### src/rtl/stopwatch_pkg.sv
// Shared types and constants for the MM:SS stopwatch: FSM states, BCD digit
// type, digit limits and a single-digit BCD increment helper.
package stopwatch_pkg;

    typedef enum logic [1:0] {
        IDLE  = 2'd0,
        RUN   = 2'd1,
        PAUSE = 2'd2
    } state_t;

    typedef logic [3:0] bcd_t;

    localparam bcd_t SEC_TENS_MAX = 4'd5;
    localparam bcd_t MIN_TENS_MAX = 4'd5;
    localparam bcd_t DIGIT_MAX    = 4'd9;

    // Returns {carry, next_digit}; the digit wraps to 0 and carries at its limit.
    function automatic logic [4:0] bcd_step(input bcd_t digit, input bcd_t limit);
        if (digit == limit) begin
            return {1'b1, 4'd0};
        end
        return {1'b0, digit + 4'd1};
    endfunction

endpackage

### src/rtl/edge_sync.sv
// Synchroniser chain plus history flop; emits a one-cycle pulse on each
// rising edge of an asynchronous level input.
module edge_sync #(
    parameter int SYNC_STAGES = 2
) (
    input  logic clk,
    input  logic rst,
    input  logic level,
    output logic rise
);

    logic [SYNC_STAGES-1:0] sync;
    logic                   history;

    always_ff @(posedge clk) begin
        if (rst) begin
            // NOTE: chain and history reset to 1 so a level already high at reset release is not seen as an edge.
            sync    <= '1;
            history <= 1'b1;
        end else begin
            sync    <= {sync[SYNC_STAGES-2:0], level};
            history <= sync[SYNC_STAGES-1];
        end
    end

    assign rise = sync[SYNC_STAGES-1] & ~history;

endmodule

### src/rtl/stopwatch_core.sv
// MM:SS BCD stopwatch driven by a synchronised 1 Hz data input, with
// start/stop and clear buttons; all logic runs on clk.
module stopwatch_core
    import stopwatch_pkg::*;
#(
    parameter int SYNC_STAGES = 2
) (
    input  logic       clk,
    input  logic       rst,
    input  logic       slow_clk,
    input  logic       start_stop,
    input  logic       clear,
    output logic [3:0] sec_ones,
    output logic [3:0] sec_tens,
    output logic [3:0] min_ones,
    output logic [3:0] min_tens,
    output logic       running,
    output logic       sec_pulse,
    output logic       rollover
);

    logic   tick_rise;
    logic   ss_rise;
    logic   clear_rise;
    state_t state;
    state_t next_state;
    logic   count_en;

    edge_sync #(.SYNC_STAGES(SYNC_STAGES)) u_sync_tick  (.clk(clk), .rst(rst), .level(slow_clk),   .rise(tick_rise));
    edge_sync #(.SYNC_STAGES(SYNC_STAGES)) u_sync_ss    (.clk(clk), .rst(rst), .level(start_stop), .rise(ss_rise));
    edge_sync #(.SYNC_STAGES(SYNC_STAGES)) u_sync_clear (.clk(clk), .rst(rst), .level(clear),      .rise(clear_rise));

    bcd_t next_so, next_st, next_mo, next_mt;
    logic carry_so, carry_st, carry_mo, wrap;

    // Ripple increment; when every digit is at its limit all four become 0 and wrap is set.
    always_comb begin
        {carry_so, next_so} = bcd_step(sec_ones, DIGIT_MAX);
        {carry_st, next_st} = carry_so ? bcd_step(sec_tens, SEC_TENS_MAX) : {1'b0, sec_tens};
        {carry_mo, next_mo} = carry_st ? bcd_step(min_ones, DIGIT_MAX)    : {1'b0, min_ones};
        {wrap,     next_mt} = carry_mo ? bcd_step(min_tens, MIN_TENS_MAX) : {1'b0, min_tens};
    end

    always_comb begin
        next_state = state;
        if (clear_rise) begin
            next_state = IDLE;
        end else if (ss_rise) begin
            next_state = (state == RUN) ? PAUSE : RUN;
        end
    end

    // A tick counts only against the current state, so a press in the same cycle
    // still lets RUN increment and keeps IDLE/PAUSE from incrementing.
    assign count_en = tick_rise && (state == RUN) && !clear_rise;

    always_ff @(posedge clk) begin
        if (rst) begin
            state     <= IDLE;
            running   <= 1'b0;
            sec_pulse <= 1'b0;
            rollover  <= 1'b0;
            sec_ones  <= '0;
            sec_tens  <= '0;
            min_ones  <= '0;
            min_tens  <= '0;
        end else begin
            // NOTE: non-blocking assignments keep every register update reading pre-edge values.
            state     <= next_state;
            running   <= (next_state == RUN);
            sec_pulse <= count_en;
            rollover  <= count_en & wrap;
            if (clear_rise) begin
                sec_ones <= '0;
                sec_tens <= '0;
                min_ones <= '0;
                min_tens <= '0;
            end else if (count_en) begin
                sec_ones <= next_so;
                sec_tens <= next_st;
                min_ones <= next_mo;
                min_tens <= next_mt;
            end
        end
    end

endmodule

### config.mk
export PLATFORM = sky130hd
export DESIGN_NAME = stopwatch_core
export DESIGN_NICKNAME = d
export VERILOG_FILES = /design/src/rtl/stopwatch_pkg.sv /design/src/rtl/edge_sync.sv /design/src/rtl/stopwatch_core.sv
export SDC_FILE = /design/constraint.sdc
export NUM_CORES = 1
export LEC_CHECK = 0
export BUFFER_PORTS_ARGS = -buffer_cell sky130_fd_sc_hd__buf_2
export CORE_ASPECT_RATIO = 1.5
export CORE_UTILIZATION = 57
export DETAILED_ROUTE_END_ITERATION = 8
export HOLD_SLACK_MARGIN = 0.15
export PLACE_DENSITY_LB_ADDON = 0.1
export SLEW_MARGIN = 20
export SYNTH_ARGS = -nofsm -noshare
export SYNTH_HDL_FRONTEND = slang
export SYNTH_SLANG_ARGS = --single-unit
export TNS_END_PERCENT = 10
### constraint.sdc
create_clock -name clk -period 2.4 [get_ports clk]
set_input_delay 0.6 -clock clk [delete_from_list [all_inputs] [get_ports clk]]
set_output_delay 0.6 -clock clk [all_outputs]
set_load 0.01 [all_outputs]
==> results.toml, run 1 <==
[run_status]
status = "completed"

[place]
gp_congestion = 0.728
dp_slack_ps = 556
place_area_um2 = 1400
place_inst = 179
hpwl_um = 1640
io_buffers = 23

[worst_setup_path]
reg2reg_to = "min_ones[1]"
cp.required_ps = 2670
crit_arrival_ps = 2150
r2r_start = "state[1]"
worstSetupPathType = "reg2reg"
r2r_cells = 4
start_kind = "flip-flop"
end_kind = "flip-flop"
reg2reg_slack_ps = 530
worstPathMaxFanout = 17

[pwr]
power_leakage_nw = 0.599
vdd_ir_drop_max_v = 0.000971
powerDensity_nw_per_um2 = 702
power_mw = 1.06

[sta]
timing.hold.ws_ps = 415
slew_headroom = 0.739
fin_setup_tns_ps = 0
hold_viol_final = 0
rsz0062_at_grt = "false"
finalCritPeriodShare = 0.780
min_period_ps = 1870
slew_violations = 0
fin_skew_ps = 11.5
setup-violations-final = 0
setup_ws_ps = 528
worst_pin_slew_ps = 391
max_freq_ghz = 0.534

[worst_hold_path]
worstHoldEndpoint = "u_sync_ss.sync[1]"
hold_start = "u_sync_ss.sync[0]"
holdPathStages = 1
hold_class = "reg2reg"

[global_route]
antenna_found_initial = 0
grt_first_pass_wirelength_um = 3830
track_usage = 0.242
grt-ovfl-total = 0
grt_pass1_vias = 924
grt_max_degree = 18

[clocking]
ctsLongestPathBuffers = 2
cts.repair.resized = 0
ctsHtreeMaxLevel = 2
cts_tree = "done"
cts_setup_buffers = 0
cts_sinks = 30
hold_buffers = 0
clock_latency_ps = 340
cts_buffers = 5
root_buffer = "clkbuf_4"
clk_pin_slew_ps = 90

[floorplanning]
core_region_area_um2 = 2080
row_count = 20
die_h_um = 59.9
die_area_um2 = 2430
ios = 24
fp.dieW_um = 40.6
start_util = 0.613

[detailed_routing]
wl_per_cell_um = 12.7
drtAntennaViolNets = 0
drc = 0
viasPerCell = 5.71
firstDrtPassIters = 4
drt-total-wl_um = 2380
via_count = 1067
drt_iter0_drc = 20

[synth]
synth_edf_count = 0
synth_ff_type = "dfxtp_1"
synthCells = 138
synth_top_area_cell = "dfxtp_1"
async_flop_share = 0
netlist_area_um2 = 1270
synth_top_area_frac = 0.472
synth_area_leaders = "dfxtp_1 (47%), or2_2 (4.4%), a21oi_1 (3.5%)"
yosysSeqAreaShare = 0.472
synthesis.nets = 143
yosys_warnings = 0
synth_cell_types = 37
ys_seq_elements = 30
synth_area_per_cell_um2 = 9.22

[finish]
drive_gt1_frac = 0.285
finalInstanceArea_um2 = 1510
layout.cells.non_filler = 187
nNetsFinal = 169
areaGrowthSynthToFinish_pct = 18.9
utilization = 0.728
diodes = 0

[job]
max_cap_violations = 0
-- metal layers --
| metal | vias to the layer above | GRT usage | share of wire |
|---|---|---|---|
| met4 | 0 | 0.186 | 0.027 |
| li1 | 550 | - | - |
| met5 | - | 0 | 0 |
| met2 | 26 | 0.379 | 0.49 |
| met3 | 7 | 0.0669 | 0.045 |
| met1 | 484 | 0.258 | 0.43 |
-- layout make-up --
type                       count  area [um^2]
sequential                    30          601
fill                         167          564
timing repair buffer          25          130
clock buffer                   6         51.3
tap                           22         27.5
clock inverter                 2         60.1
inverter                       5         18.8
multi-input combinational     97          624
-- cell usage after synthesis (all sizes together) (4+ instances only) --
library cell / instances
nor2b: 7
dfxtp: 30
nand4: 6
or4: 4
or2: 9
a21oi: 9
o21ai: 6
xor2: 4
nor2: 11
inv: 5
nand2: 6
nand3: 5
-- cell usage in the layout, fill, tap and decap left out, drive strengths merged --
master  Yosys  routed
a2111o      1       1
a211o       1       1
a21oi       9       9
a31o        1       1
a31oi       1       1
a41o        1       1
and3        1       1
and3b       1       1
and4bb      3       3
buf         3      25
bufinv      0       2
clkbuf      3       6
dfxtp      30      30
inv         5       5
nand2       6       6
nand2b      2       2
nand3       5       5
nand3b      2       2
nand4       6       6
nor2       11      11
nor2b       7       7
nor3        3       3
nor3b       1       1
nor4        2       2
nor4bb      1       1
o211ai      1       1
o21ai       6       6
o221a       1       1
o31ai       3       3
or2         9       9
or3         3       3
or4         4       4
xnor2       1       1
xor2        4       4
-- sequential cells by signal (all words and copies together) (netlist names) --
signal / count
min_tens: 4
u_sync_tick.history: 1
u_sync_clear.sync: 2
u_sync_tick.sync: 2
sec_ones: 4
state: 2
u_sync_clear.history: 1
u_sync_ss.history: 1
running: 1
u_sync_ss.sync: 2
min_ones: 4
sec_pulse: 1
rollover: 1
sec_tens: 4
-- cell families (layout without fill, tap and decap cells) --
family | count (synthesis) | after routing | synth area share
DFF | 30 | 30 | 0.472
xor gates and xnor gates | 5 | 5 | 0.0344
AOI/OAI and AO/OA | 25 | 25 | 0.127
and+or+nand+nor | 67 | 67 | 0.329
buffers and inverters | 11 | 38 | 0.0374
-- critical path, cell delays in order (launching register included) --
cell      delay [ps]
dfxtp_1          330
and4bb_1         490
nand4_4          270
or4_1            560
a21oi_1          150
-- worst max-delay path by stage --
stage                      from     endpoint  cells past startpoint
floorplan           sec_ones[2]  min_ones[1]                      4
global placement       state[1]  min_ones[1]                      4
detailed placement     state[1]     rollover                      4
CTS                    state[1]  min_ones[1]                      4
global route           state[1]  min_ones[1]                      4
finish                 state[1]  min_ones[1]                      4
-- power breakdown --
group	internal, mW	switching, mW	total (mW)
logic	0.0108	0.0147	0.0255
registers	0.505	0.00237	0.507
clock network	0.353	0.176	0.529
Note: power is estimated with default switching activity, not from simulation.
==> run 2, diff against run 1 <==
--- a/config.mk
+++ b/config.mk
@@ -5,9 +5,10 @@
 export SDC_FILE = /design/constraint.sdc
 export NUM_CORES = 1
 export LEC_CHECK = 0
+export ABC_AREA = 1
 export BUFFER_PORTS_ARGS = -buffer_cell sky130_fd_sc_hd__buf_2
 export CORE_ASPECT_RATIO = 1.5
-export CORE_UTILIZATION = 57
+export CORE_UTILIZATION = 53
 export DETAILED_ROUTE_END_ITERATION = 8
 export HOLD_SLACK_MARGIN = 0.15
 export PLACE_DENSITY_LB_ADDON = 0.1
==> constraint.sdc (replaced) <==
create_clock -name clk -period 1.8 [get_ports clk]
set_input_delay 0.45 -clock clk [delete_from_list [all_inputs] [get_ports clk]]
set_output_delay 0.45 -clock clk [all_outputs]
set_load 0.01 [all_outputs]
==> run 2 against run 1 <==
Clock skew shrank 3.7 ps. Sequential power rose by 34%. Die area is 8.4% higher. Synthesized area grew 1.2%. Cell area shrank 1.9%. Flip-flop and latch count stayed put. Highest routed layer unchanged. Via count is 8.4% higher. Worst setup slack got worse by 130 ps. Clock-buffer cell count increased by 1. Critical path depth down 3.
==> results.toml, run 2 <==
[global_route]
grt_max_degree = 13
antenna_found_initial = 0
track_usage = 0.219
grt-ovfl-total = 0
grt_first_pass_wirelength_um = 4350
grt_pass1_vias = 1060

[sta]
timing.hold.ws_ps = 303
hold_viol_final = 0
worst_pin_slew_ps = 325
fin_skew_ps = 7.81
slew_headroom = 0.783
fin_setup_tns_ps = 0
setup-violations-final = 0
slew_violations = 0
finalCritPeriodShare = 0.777
rsz0062_at_grt = "false"
max_freq_ghz = 0.715
min_period_ps = 1400

[finish]
diodes = 0
utilization = 0.657
layout.cells.non_filler = 231
nNetsFinal = 212
drive_gt1_frac = 0.260
areaGrowthSynthToFinish_pct = 15.3
layout_commonest_cell = "nand2_1"
most-common-layout-cells = "nand2_1 (43), dfxtp_1 (30), buf_2 (23)"
fillers = 188
finalInstanceArea_um2 = 1480

[synth]
synthCells = 178
netlist_area_um2 = 1290
synth_ff_type = "dfxtp_1"
synth_top_area_cell = "dfxtp_1"
ys_seq_elements = 30
synth_most_common_cell = "nand2_1"
yosys_warnings = 0
synthTopCellsByCount = "nand2_1 (43), dfxtp_1 (30), inv_1 (20)"
synth_area_leaders = "dfxtp_1 (47%), nand2_1 (13%), inv_1 (5.8%)"
synth_top_area_frac = 0.466
synth_edf_count = 0
async_flop_share = 0
synthesis.nets = 183
synth_cell_types = 22
synth_area_per_cell_um2 = 7.23
yosysSeqAreaShare = 0.466

[pwr]
power_leakage_nw = 0.689
power_switching_share = 0.217
vdd_ir_drop_max_v = 0.000537
switchingPower_uw = 243
p_int_uw = 877
power.share.sequential = 0.604
powerDensity_nw_per_um2 = 755
pwr-share-comb = 0.034
p_clk_frac = 0.363

[worst_setup_path]
crit_arrival_ps = 950
cp.required_ps = 1350
crit_family = "flip-flops"
critPathMaxStageDelay_ps = 440
worstSetupPathType = "reg2out"
worstPathCellList = "buf_2"
slowest_stage = "dfxtp_1"
start_kind = "flip-flop"
path_buf_inv = 1
end_kind = "output pin"
worstPathMaxFanout = 7

[floorplanning]
ios = 24
row_count = 21
start_util = 0.570
fp.dieW_um = 42.2
die_area_um2 = 2630
die_h_um = 62.4
core_region_area_um2 = 2260

[detailed_routing]
drt_iter0_drc = 24
drt-total-wl_um = 2420
drc = 0
via_count = 1157
firstDrtPassIters = 4
wl_per_cell_um = 10.5
drtAntennaViolNets = 0
viasPerCell = 5.01

[worst_hold_path]
hold_class = "in2reg"

[job]
max_cap_violations = 0

[clocking]
clk_pin_slew_ps = 90
ctsLongestPathBuffers = 2
cts_buffers = 5
root_buffer = "clkbuf_4"
cts.repair.resized = 0
clock_latency_ps = 330
cts_sinks = 30
cts_setup_buffers = 0
hold_buffers = 0
cts_tree = "done"
ctsHtreeMaxLevel = 2

[run_status]
status = "completed"

[place]
hpwl_um = 1850
io_buffers = 23
place_area_um2 = 1420
gp_congestion = 0.877
place_inst = 223
## run 2: area by class of cell
| class | instances | area [um^2] | area share |
|---|---|---|---|
| clock buffers | 7 | 55.1 | 0.0371 |
| clock inverters | 1 | 5.00 | 0.00337 |
| repair buffers | 24 | 123 | 0.0826 |
| multi-input cells | 121 | 578 | 0.390 |
| well taps | 23 | 28.8 | 0.0194 |
| inverters | 25 | 93.8 | 0.0632 |
| flip-flops and latches | 30 | 601 | 0.405 |
## run 2: path summary, 6_finish.rpt
path,start,end,slack (ps),depth (start not counted)
setup / recovery,min_tens[1],min_tens[1],400,1
hold / removal,slow_clk,u_sync_tick.sync[0],300,2
setup reg to reg,state[0],min_ones[2],440,7
hold reg to reg,u_sync_tick.sync[0],u_sync_tick.sync[1],420,1
## run 2: kinds of logic (layout without fill, tap and decap cells)
group                  after synthesis  count (layout)  synth area share
AND/OR/NAND/NOR                     95              95             0.335
buffers and inverters               27              57            0.0845
flip-flops                          30              30             0.466
AO/OA/AOI/OAI                       24              24             0.100
XOR/XNOR                             2               2            0.0136
## run 2: layer usage
| metal | vias to the layer above | share of wire | global-route usage |
|---|---|---|---|
| li1 | 614 | - | - |
| met1 | 508 | 0.39 | 0.231 |
| met2 | 26 | 0.53 | 0.369 |
| met3 | 9 | 0.041 | 0.0698 |
| met4 | 0 | 0.034 | 0.129 |
| met5 | - | 0 | 0 |
## run 2: power groups by stage
stage                     logic (mW)  clock network, mW  registers [mW]
after floorplan               0.0248                  0           0.692
after global placement        0.0365                  0           0.692
after detailed placement      0.0386                  0           0.692
after CTS                     0.0385              0.427           0.677
after global routing          0.0435              0.454           0.678
final                         0.0378              0.406           0.677
## run 2: stage by stage
| stage | setup slack, ps | total power, mW |
|---|---|---|
| finish | 402 | 1.12 |
| global route | 282 | 1.18 |
| CTS | 387 | 1.14 |
| detailed placement | 349 | 0.731 |
| global placement | 451 | 0.728 |
| floorplan | 604 | 0.717 |
==> run 3, diff against run 2 <==
==> constraint.sdc (replaced) <==
create_clock -name clk -period 1.4 [get_ports clk]
set_input_delay 0.35 -clock clk [delete_from_list [all_inputs] [get_ports clk]]
set_output_delay 0.35 -clock clk [all_outputs]
set_load 0.01 [all_outputs]
==> run 3 against run 2 <==
Worst setup slack got worse by 290 ps. Clock power increased by 13%. Via count is 4.8% higher. Routed wire length grew 4.7%. Register-to-register slack worse by 310 ps. Cell area grew 3.1%. Flip-flop and latch count is the same. Clock skew decreased by 0.75 ps. Utilization up 2.0 points. First-iteration DRC count rose by 8.3%. Sequential share of layout area is 0.90 points lower. Critical endpoint unchanged. Largest power group unchanged.
==> results.toml, run 3 (same netlist as run 2, synthesis figures left out) <==
[run_status]
status = "completed"

[worst_setup_path]
reg2reg_slack_ps = 130
worstSetupPathType = "reg2out"
cp.required_ps = 1050
slowest_stage = "dfxtp_1"
start_kind = "flip-flop"
crit_arrival_ps = 940
r2r_cells = 9
r2r_start = "sec_ones[0]"
worstPathMaxFanout = 7
reg2reg_to = "sec_tens[2]"
worstPathCellList = "buf_2"
path_buf_inv = 1
critPathMaxStageDelay_ps = 450
crit_family = "flip-flops"
end_kind = "output pin"
cp.depth = 1

[detailed_routing]
viasPerCell = 5.18
via_count = 1212
wl_per_cell_um = 10.8
drt_iter0_drc = 26
drtAntennaViolNets = 0
drc = 0
firstDrtPassIters = 4
drt-total-wl_um = 2530

[global_route]
grt_max_degree = 13
track_usage = 0.212
grt-ovfl-total = 0
grt_first_pass_wirelength_um = 4310
antenna_found_initial = 0
grt_pass1_vias = 1077

[worst_hold_path]
hold_class = "in2reg"
worstHoldEndpoint = "u_sync_clear.sync[0]"
hold_start = "clear"
holdPathStages = 2

[floorplanning]
core_region_area_um2 = 2260
die_h_um = 62.4
start_util = 0.570
die_area_um2 = 2630
row_count = 21
ios = 24
fp.dieW_um = 42.2

[sta]
slew_violations = 0
max_freq_ghz = 0.777
hold_viol_final = 0
finalCritPeriodShare = 0.920
min_period_ps = 1290
slew_headroom = 0.855
worst_pin_slew_ps = 216
setup-violations-final = 0
rsz0062_at_grt = "true"
fin_skew_ps = 7.06
fin_setup_tns_ps = 0
timing.hold.ws_ps = 203

[pwr]
vdd_ir_drop_max_v = 0.000582
powerDensity_nw_per_um2 = 900
power_leakage_nw = 0.725

[job]
max_cap_violations = 0

[clocking]
cts_tree = "done"
hold_buffers = 0
clock_latency_ps = 320
ctsLongestPathBuffers = 2
root_buffer = "clkbuf_4"
cts_sinks = 30
cts_buffers = 5
clk_pin_slew_ps = 90
ctsHtreeMaxLevel = 2

[finish]
diodes = 0
nNetsFinal = 216
layout.cells.non_filler = 234
drive_gt1_frac = 0.299
areaGrowthSynthToFinish_pct = 18.9
layout_commonest_cell = "nand2_1"
most-common-layout-cells = "nand2_1 (43), dfxtp_1 (26), buf_2 (23)"

[place]
io_buffers = 23
place_inst = 224
hpwl_um = 1910
gp_congestion = 0.860
[run 3: changes by cell type in the layout (fill, tap and decap cells not counted), sizes merged]
cell / delta
buf: +4
clkbuf: -2
clkinv: +1
[run 3: cell type report]
cell class,instances,area [um^2]
tap,23,28.8
inverter,25,93.8
sequential,30,606
clock inverter,2,10.0
timing repair buffer,28,156
multi-input combinational,121,598
fill,200,729
clock buffer,5,37.5
[run 3: worst max path at each step]
stage	from	endpoint	slack [ps]
after global placement	sec_ones[0]	sec_tens[2]	120
after floorplan	sec_ones[0]	sec_tens[2]	200
after CTS	sec_ones[3]	min_tens[1]	40
final	min_tens[1]	min_tens[1]	110
after global routing	u_sync_clear.history	sec_tens[2]	-40
after detailed placement	sec_ones[3]	min_tens[1]	70
[run 3: power breakdown]
group	switching (mW)	total, mW	internal, mW
Sequential	0.00402	0.870	0.866
Combinational	0.0299	0.0502	0.0203
Clock	0.278	0.458	0.180
[run 3: layer usage]
layer  track usage  up-vias  share of wire
met5             0        -              0
met4        0.0977        0          0.015
met3        0.0727        5          0.039
met2         0.375       35           0.54
met1         0.217      548           0.40
li1              -      624              -
[run 3: stage by stage]
stage | total power, mW | instance area [um^2] | worst slack [ps] | utilization
final | 1.38 | 1530 | 112 | 0.677
after global routing | 1.45 | 1530 | -36.3 | 0.677
after CTS | 1.40 | 1480 | 37.3 | 0.654
after detailed placement | 0.940 | 1430 | 70.0 | 0.633
after global placement | 0.939 | 1430 | 116 | 0.633
after floorplan | 0.921 | 1290 | 204 | -
[run 3: what timing repair did]
item / in CTS / in global routing
buffers inserted: 0 / 3
resized for setup: 0 / 9
setup endpoints to repair: 0 / 10
